### config.mk
export PLATFORM = sky130hd
export DESIGN_NAME = fifo_wr_arb
export DESIGN_NICKNAME = d
export VERILOG_FILES = /design/src/rtl/fifo_wr_arb.sv
export SDC_FILE = /design/constraint.sdc
export NUM_CORES = 1
export LEC_CHECK = 0
export BUFFER_PORTS_ARGS = -buffer_cell sky130_fd_sc_hd__buf_2
export CAP_MARGIN = 20
export CORE_ASPECT_RATIO = 0.75
export CORE_MARGIN = 4
export CORE_UTILIZATION = 36
export DETAILED_ROUTE_END_ITERATION = 16
export PLACE_DENSITY_LB_ADDON = 0.15
export SYNTH_ARGS = -nofsm -noshare
export SYNTH_HDL_FRONTEND = slang
export SYNTH_SLANG_ARGS = --single-unit
export TNS_END_PERCENT = 50
### constraint.sdc
create_clock -name clk -period 2 [get_ports clk]
set_clock_uncertainty 0.05 [all_clocks]
set_input_delay 0.4 -clock clk [delete_from_list [all_inputs] [get_ports clk]]
set_output_delay 0.4 -clock clk [all_outputs]
set_load 0.005 [all_outputs]
### src/rtl/fifo_wr_arb.sv
// Four-requester round-robin arbiter feeding a single FIFO write port.
// A grant lasts up to BURST_LEN words; one idle arbitration cycle separates grants.
module fifo_wr_arb #(
  parameter int FIFO_WIDTH = 16,
  parameter int BURST_LEN  = 8,
  parameter int CNT_W      = 8
) (
  input  logic                    clk,
  input  logic                    rst_n,
  input  logic [3:0]              req,
  input  logic [4*FIFO_WIDTH-1:0] din,
  input  logic                    full,
  output logic [3:0]              gnt,
  output logic [3:0]              ack,
  output logic                    fifo_wen,
  output logic [FIFO_WIDTH-1:0]   fifo_din,
  output logic                    dbg_state,
  output logic [CNT_W-1:0]        dbg_beat_cnt
);

  // Handshake: a word moves from requester g to the FIFO in any cycle where
  // gnt[g] & req[g] & !full; that cycle fifo_wen and ack[g] are high together.

  typedef enum logic {
    IDLE  = 1'b0,
    BURST = 1'b1
  } state_t;

  localparam logic [CNT_W-1:0] LAST_BEAT = CNT_W'(BURST_LEN - 1);

  state_t           state, state_n;
  logic [3:0]       gnt_n;
  logic [1:0]       rr_ptr, rr_ptr_n;
  logic [CNT_W-1:0] beat_cnt, beat_cnt_n;
  logic [1:0]       g;
  logic             xfer;
  logic [1:0]       scan_idx;
  logic [1:0]       win;
  logic             win_vld;

  always_comb begin
    case (gnt)
      4'b0010: g = 2'd1;
      4'b0100: g = 2'd2;
      4'b1000: g = 2'd3;
      default: g = 2'd0;
    endcase
  end

  assign xfer     = (state == BURST) && req[g] && !full;
  assign fifo_wen = xfer;
  assign ack      = gnt & {4{xfer}};
  assign fifo_din = (state == BURST) ? din[g*FIFO_WIDTH +: FIFO_WIDTH] : '0;

  // Scan from the far end back to rr_ptr so the last hit is the highest priority.
  always_comb begin
    win      = 2'd0;
    win_vld  = 1'b0;
    scan_idx = 2'd0;
    for (int k = 3; k >= 0; k--) begin
      scan_idx = rr_ptr + 2'(k);
      if (req[scan_idx]) begin
        win     = scan_idx;
        win_vld = 1'b1;
      end
    end
  end

  always_comb begin
    state_n    = state;
    gnt_n      = gnt;
    rr_ptr_n   = rr_ptr;
    beat_cnt_n = beat_cnt;
    case (state)
      IDLE: begin
        if (win_vld) begin
          gnt_n      = 4'b0001 << win;
          beat_cnt_n = '0;
          state_n    = BURST;
        end
      end
      BURST: begin
        if (!req[g]) begin
          gnt_n    = 4'b0000;
          rr_ptr_n = g + 2'd1;
          state_n  = IDLE;
        end else if (!full) begin
          beat_cnt_n = beat_cnt + CNT_W'(1);
          if (beat_cnt == LAST_BEAT) begin
            gnt_n    = 4'b0000;
            rr_ptr_n = g + 2'd1;
            state_n  = IDLE;
          end
        end
      end
      default: begin
        gnt_n   = 4'b0000;
        state_n = IDLE;
      end
    endcase
  end

  always_ff @(posedge clk or negedge rst_n) begin
    if (!rst_n) begin
      state    <= IDLE;
      gnt      <= 4'b0000;
      rr_ptr   <= 2'd0;
      beat_cnt <= '0;
    end else begin
      state    <= state_n;
      gnt      <= gnt_n;
      rr_ptr   <= rr_ptr_n;
      beat_cnt <= beat_cnt_n;
    end
  end

  assign dbg_state    = state;
  assign dbg_beat_cnt = beat_cnt;

endmodule

; Word-level counts from Yosys, hierarchy flattened
; Cells that the tools add are included.
[op_classes]
add_sub_neg = 5
order_cmp = 5
n_eq_ne = 11
shifts = 2
muxes = 37
bitwise = 2
reduce_logical = 6
[op_table]
columns = op, n
row1 = $shiftx A64 B7 Y16, 1
row2 = $mux W8, 3
row3 = $mux W16, 1
row4 = $mux W4, 4
row5 = $pmux W8 S2, 1
row6 = $lt A2 B3 Y1 const B, 5
row7 = $mux W2, 7
row8 = $mux W1, 13
row9 = $bmux W1 S2, 5
row10 = $reduce_and A3 Y1, 3
row11 = $add A8 B1 Y8 const B, 1
row12 = $eq A8 B3 Y1 const B, 1
row13 = $pmux W4 S2, 1
row14 = $ne A2 B2 Y1 const B, 3
row15 = $pmux W2 S3, 1
row16 = $add A2 B1 Y2 const B, 2
row17 = $add A2 B2 Y2 const B, 2
row18 = $and A4 B4 Y4, 1
row19 = $eq A4 B2 Y1 const B, 1
row20 = $eq A4 B3 Y1 const B, 1
row21 = $eq A4 B4 Y1 const B, 1
row22 = $ne A2 B1 Y1 const B, 2
row23 = $shl A1 B2 Y4 const A, 1
row24 = $ne A3 B2 Y1 const B, 1
row25 = 5 further kinds, 6
[word_totals]
ff_bits = 15
in_bits = 71
output_inout_bits = 34

; Depth between registers and ports, before layout
[logic_depth]
depth_word = 10
depth_mapped = 8
mapped_depth_nobuf = 6

; Worst setup path before layout
; OpenSTA, ideal clock, no wires.
[synth_timing]
path_type = reg2out
from = register gnt[1]
to = output port fifo_din[10]
arrival_time_ns = 1.703
setup_slack_ns = -0.153
path_stages_with_launch = 6
cell_sequence = dfrtp_1 buf_4 or3_1 a31oi_1 buf_2 a221o_1
[synth_between]
elab_chain_len = 4
elab_cells_between_ends = 6
[synth_rtl]
columns = item, line
row1 = start: declaration, 13  ; output logic [3:0] gnt,
row2 = start signal: assignment, 111  ; gnt <= gnt_n;
row3 = "$eq A4 B4 Y1, or another cell as far along", 42  ; case (gnt)
row4 = $pmux W2 S3 (*), 42
row5 = $shiftx A64 B7 Y16 (*), 53  ; assign fifo_din = (state == BURST) ? din[g*FIFO_WIDTH +: FIFO_WIDTH] : '0;
row6 = $mux W16 (*), 53
row7 = end: declaration, 16  ; output logic [FIFO_WIDTH-1:0] fifo_din,
; Every way passes the cells marked *; elsewhere a longest branch is shown, timed or not.

; Final worst setup path
[layout_timing]
from = register gnt[2]
to = output port ack[3]
[layout_between]
elab_chain_len = 7
elab_cells_between_ends = 9
[layout_rtl]
columns = item, line
row1 = "$eq A4 B4 Y1, or another cell as far along", 42
row2 = $pmux W2 S3 (*), 42
row3 = $bmux W1 S2 (*), 50  ; assign xfer = (state == BURST) && req[g] && !full;
row4 = $mux W1 (not written as such) (*), 50
row5 = $logic_and A1 B1 Y1 (*) (2 in series), 50
row6 = $and A4 B4 Y4 (*), 52  ; assign ack = gnt & {4{xfer}};
row7 = end: declaration, 14  ; output logic [3:0] ack,
; Every way passes the cells marked *; elsewhere a longest branch is shown, timed or not. The select of a mux whose other input is x is not followed.

==> impl_metrics.yaml <==
logic_synthesis:
  synth_cells: 161
  ys_ff_latch: 15
  syn_area_per_cell_um2: 8.587
  yosys.area.top_type: "dfrtp_1"
  synth_edf_count: 0
  synth_top_flop_cell: "dfrtp_1"
  netlist_top_cells_area: "dfrtp_1, mux2i_1, a221o_1, nor2_1, nand2_1"
  async_reset_ff_share_pct: 100.0
  syn_area_um2: 1383
  ys_seq_area_share_pct: 27.15
  ys_types: 41
  yosysWarnings: 0
  yosysTopAreaCellShare_pct: 27.15
  synth_fp_nets: 233
drt:
  vias: 1730
  routed_wl_um: 4611
  drc: 0
  antenna_left: 0
  routed_via_density: 4.986
  dr.pass1.iters: 4
  drtIter0Drc: 122
  routedWlPerCell_um: 13.29
sta:
  max_slew.worst_pin.slew_ns: 0.4513
  rsz0062_at_grt: "yes"
  setup_slack_ns: -0.3885
  max_freq_mhz: 418.7
  drv_slew: 0
  slew-limit-headroom_pct: 69.73
  final_hold_viol_count: 3
  min_period_ns: 2.389
  setup_viol: 24
  tns_ns: -8.188
  hold_slack_ns: -0.001510
  period_share_pct: 119.4
clock_network:
  clockRootBuffer: "clkbuf_8"
  clock_latency_ns: 0.25
  clock-sinks: 15
  clkSlewWorstSetupHoldPaths_ns: 0.06
  htreeDepth: 1
  cts_buffers: 3
  hold_buffers: 0
  cts_tree: "yes"
  cts_buffer_depth: 2
floorplanning:
  initial_core_util_pct: 37.52
  die_area_um2: 4906
  die_h_um: 61.67
  die_w_um: 79.56
  core_area_um2: 3685
  std_cell_rows: 19
  io-pin-count: 105
setup_path:
  cp.required_ns: 1.55
  cp_max_fo: 7
  start_kind: "register"
  crit_arrival_ns: 1.94
  path_class: "register to output port"
  end_kind: "output port"
layout:
  layout_commonest_cell: "buf_2"
  synthToLayoutAreaGrowth_pct: 67.78
  fin_area_um2: 2320
  layout.cells.non_filler: 347
  drive_above_1_share_pct: 54.92
  nNetsFinal: 368
  final_cell_mix: "buf_2, buf_4, nor2_1"
  diodes: 0
grt:
  grt_use_total_pct: 17.56
  grt_pass1_wl_um: 6893
  grt_pass1_vias: 1541
  grt-busiest-layer: "met2"
  antenna_found_initial: 0
  use_met3_pct: 3.509
  grt_max_degree: 18
  gr-total-overflow: 0
  grtUsageMet2_pct: 29.85
  grtUsageMet1_pct: 23.78
power_and_ir_drop:
  p_leak_nw: 1.304
  powerDensity_nw_per_um2: 1317
  ir_worst_vdd_mv: 0.7032
  power.total_w: 0.003055
placed_design:
  dp.cells: 338
  dp_hpwl_um: 3717
  post_dp_cell_area_um2: 2175
  place_ws_ns: -0.2146
  io_buffer_count: 104
  gp_congestion: 0.8437
run_status:
  violations: "negative hold slack, negative setup slack"
  outcome: "finished, violations left"
worst_hold_path:
  hold_class: "input port to asynchronous set/reset pin"
flow_run:
  cap_violations: 0
==> cell usage after synthesis, types with 2 or more instances <==
cell and n:
buf_4 3, or3_1 6, dfrtp_1 15, nor3_1 3, or4_1 2, mux2_2 2, a221o_1 16, nand2_1 13
xnor2_1 2, o31ai_1 2, nand2b_1 2, buf_6 4, a211oi_1 2, and2_1 4, mux2i_1 20, nor3b_1 3
o21ai_1 3, nor2_1 25, nand4_1 2, o21ai_0 3, a21oi_1 4, nand3_1 6
==> layer usage <==
layer  vias up  wire length, um  part of all wire, %
met1       792             1979                   43
met3         5              283                  6.1
li1        879                -                    -
met2        54             2323                   50
met5         -                0                    0
met4         0               24                 0.52
==> through the flow <==
stage          util, %  hold WS (ns)
2_1_floorplan        -       0.05441
3_3_place_gp     59.02        0.2750
3_5_place_dp     59.02        0.2763
4_1_cts          61.70      0.005465
5_1_grt          62.95       0.01749
6_report         62.95     -0.001510
==> report_power, final <==
group / switching, W / internal [W]
clock network: 0.000110 / 0.000141
registers: 0.0000799 / 0.000378
logic: 0.00104 / 0.00131
==> state kept, by name, indices dropped and copies added, names as in the netlist <==
name	count
dbg_state	1
dbg_beat_cnt	8
gnt	4
rr_ptr	2
==> worst max-delay path, stage by stage (launching register included) <==
cell,delay (ns)
dfrtp_2,0.45
or3b_4,0.39
or3_4,0.34
nand4_1,0.17
inv_4,0.07
and2_1,0.15
buf_2,0.12
==> final timing paths <==
check / from / endpoint / slack, ns / cells after the start
hold reg to reg: dbg_beat_cnt[4]$_DFFE_PN0P_ / dbg_beat_cnt[4]$_DFFE_PN0P_ / 0.48 / 1
setup reg to reg: gnt[2]$_DFFE_PN0P_ / dbg_beat_cnt[5]$_DFFE_PN0P_ / -0.27 / 8
hold / removal: rst_n / dbg_beat_cnt[6]$_DFFE_PN0P_ / -0.002 / 1
max in group asynchronous: rst_n / gnt[3]$_DFFE_PN0P_ / 1.62 / 1
min in group clk: dbg_beat_cnt[4]$_DFFE_PN0P_ / dbg_beat_cnt[4]$_DFFE_PN0P_ / 0.48 / 1
setup / recovery: gnt[2]$_DFFE_PN0P_ / ack[3] / -0.39 / 6
==> final cells by class <==
cell class              instances  area [um^2]
flip-flops and latches         15        379.1
well taps                      52        65.06
repair buffers                140        852.1
clock buffers                   4        45.04
inverters                       2        10.01
fillers                       333         1365
multi-input cells             134        968.4
==> cell families (layout without fill, tap and decap cells) <==
group	Yosys count	in the layout	synth area share (%)
AND/OR/NAND/NOR	71	71	25.61
AO/OA/AOI/OAI	37	37	21.54
multiplexers	22	22	16.11
flip-flops	15	15	27.15
buffers and inverters	12	146	6.787
XOR/XNOR	3	3	1.901
adder cells (fa/ha/maj)	1	1	0.9048
==> timing repair <==
action	in CTS	in global routing
pin swaps	1	7
buffers inserted	5	0
setup endpoints to repair	31	35
gates cloned	0	0
resized for setup	5	12
No activity file was read; power rests on OpenSTA's default activity.
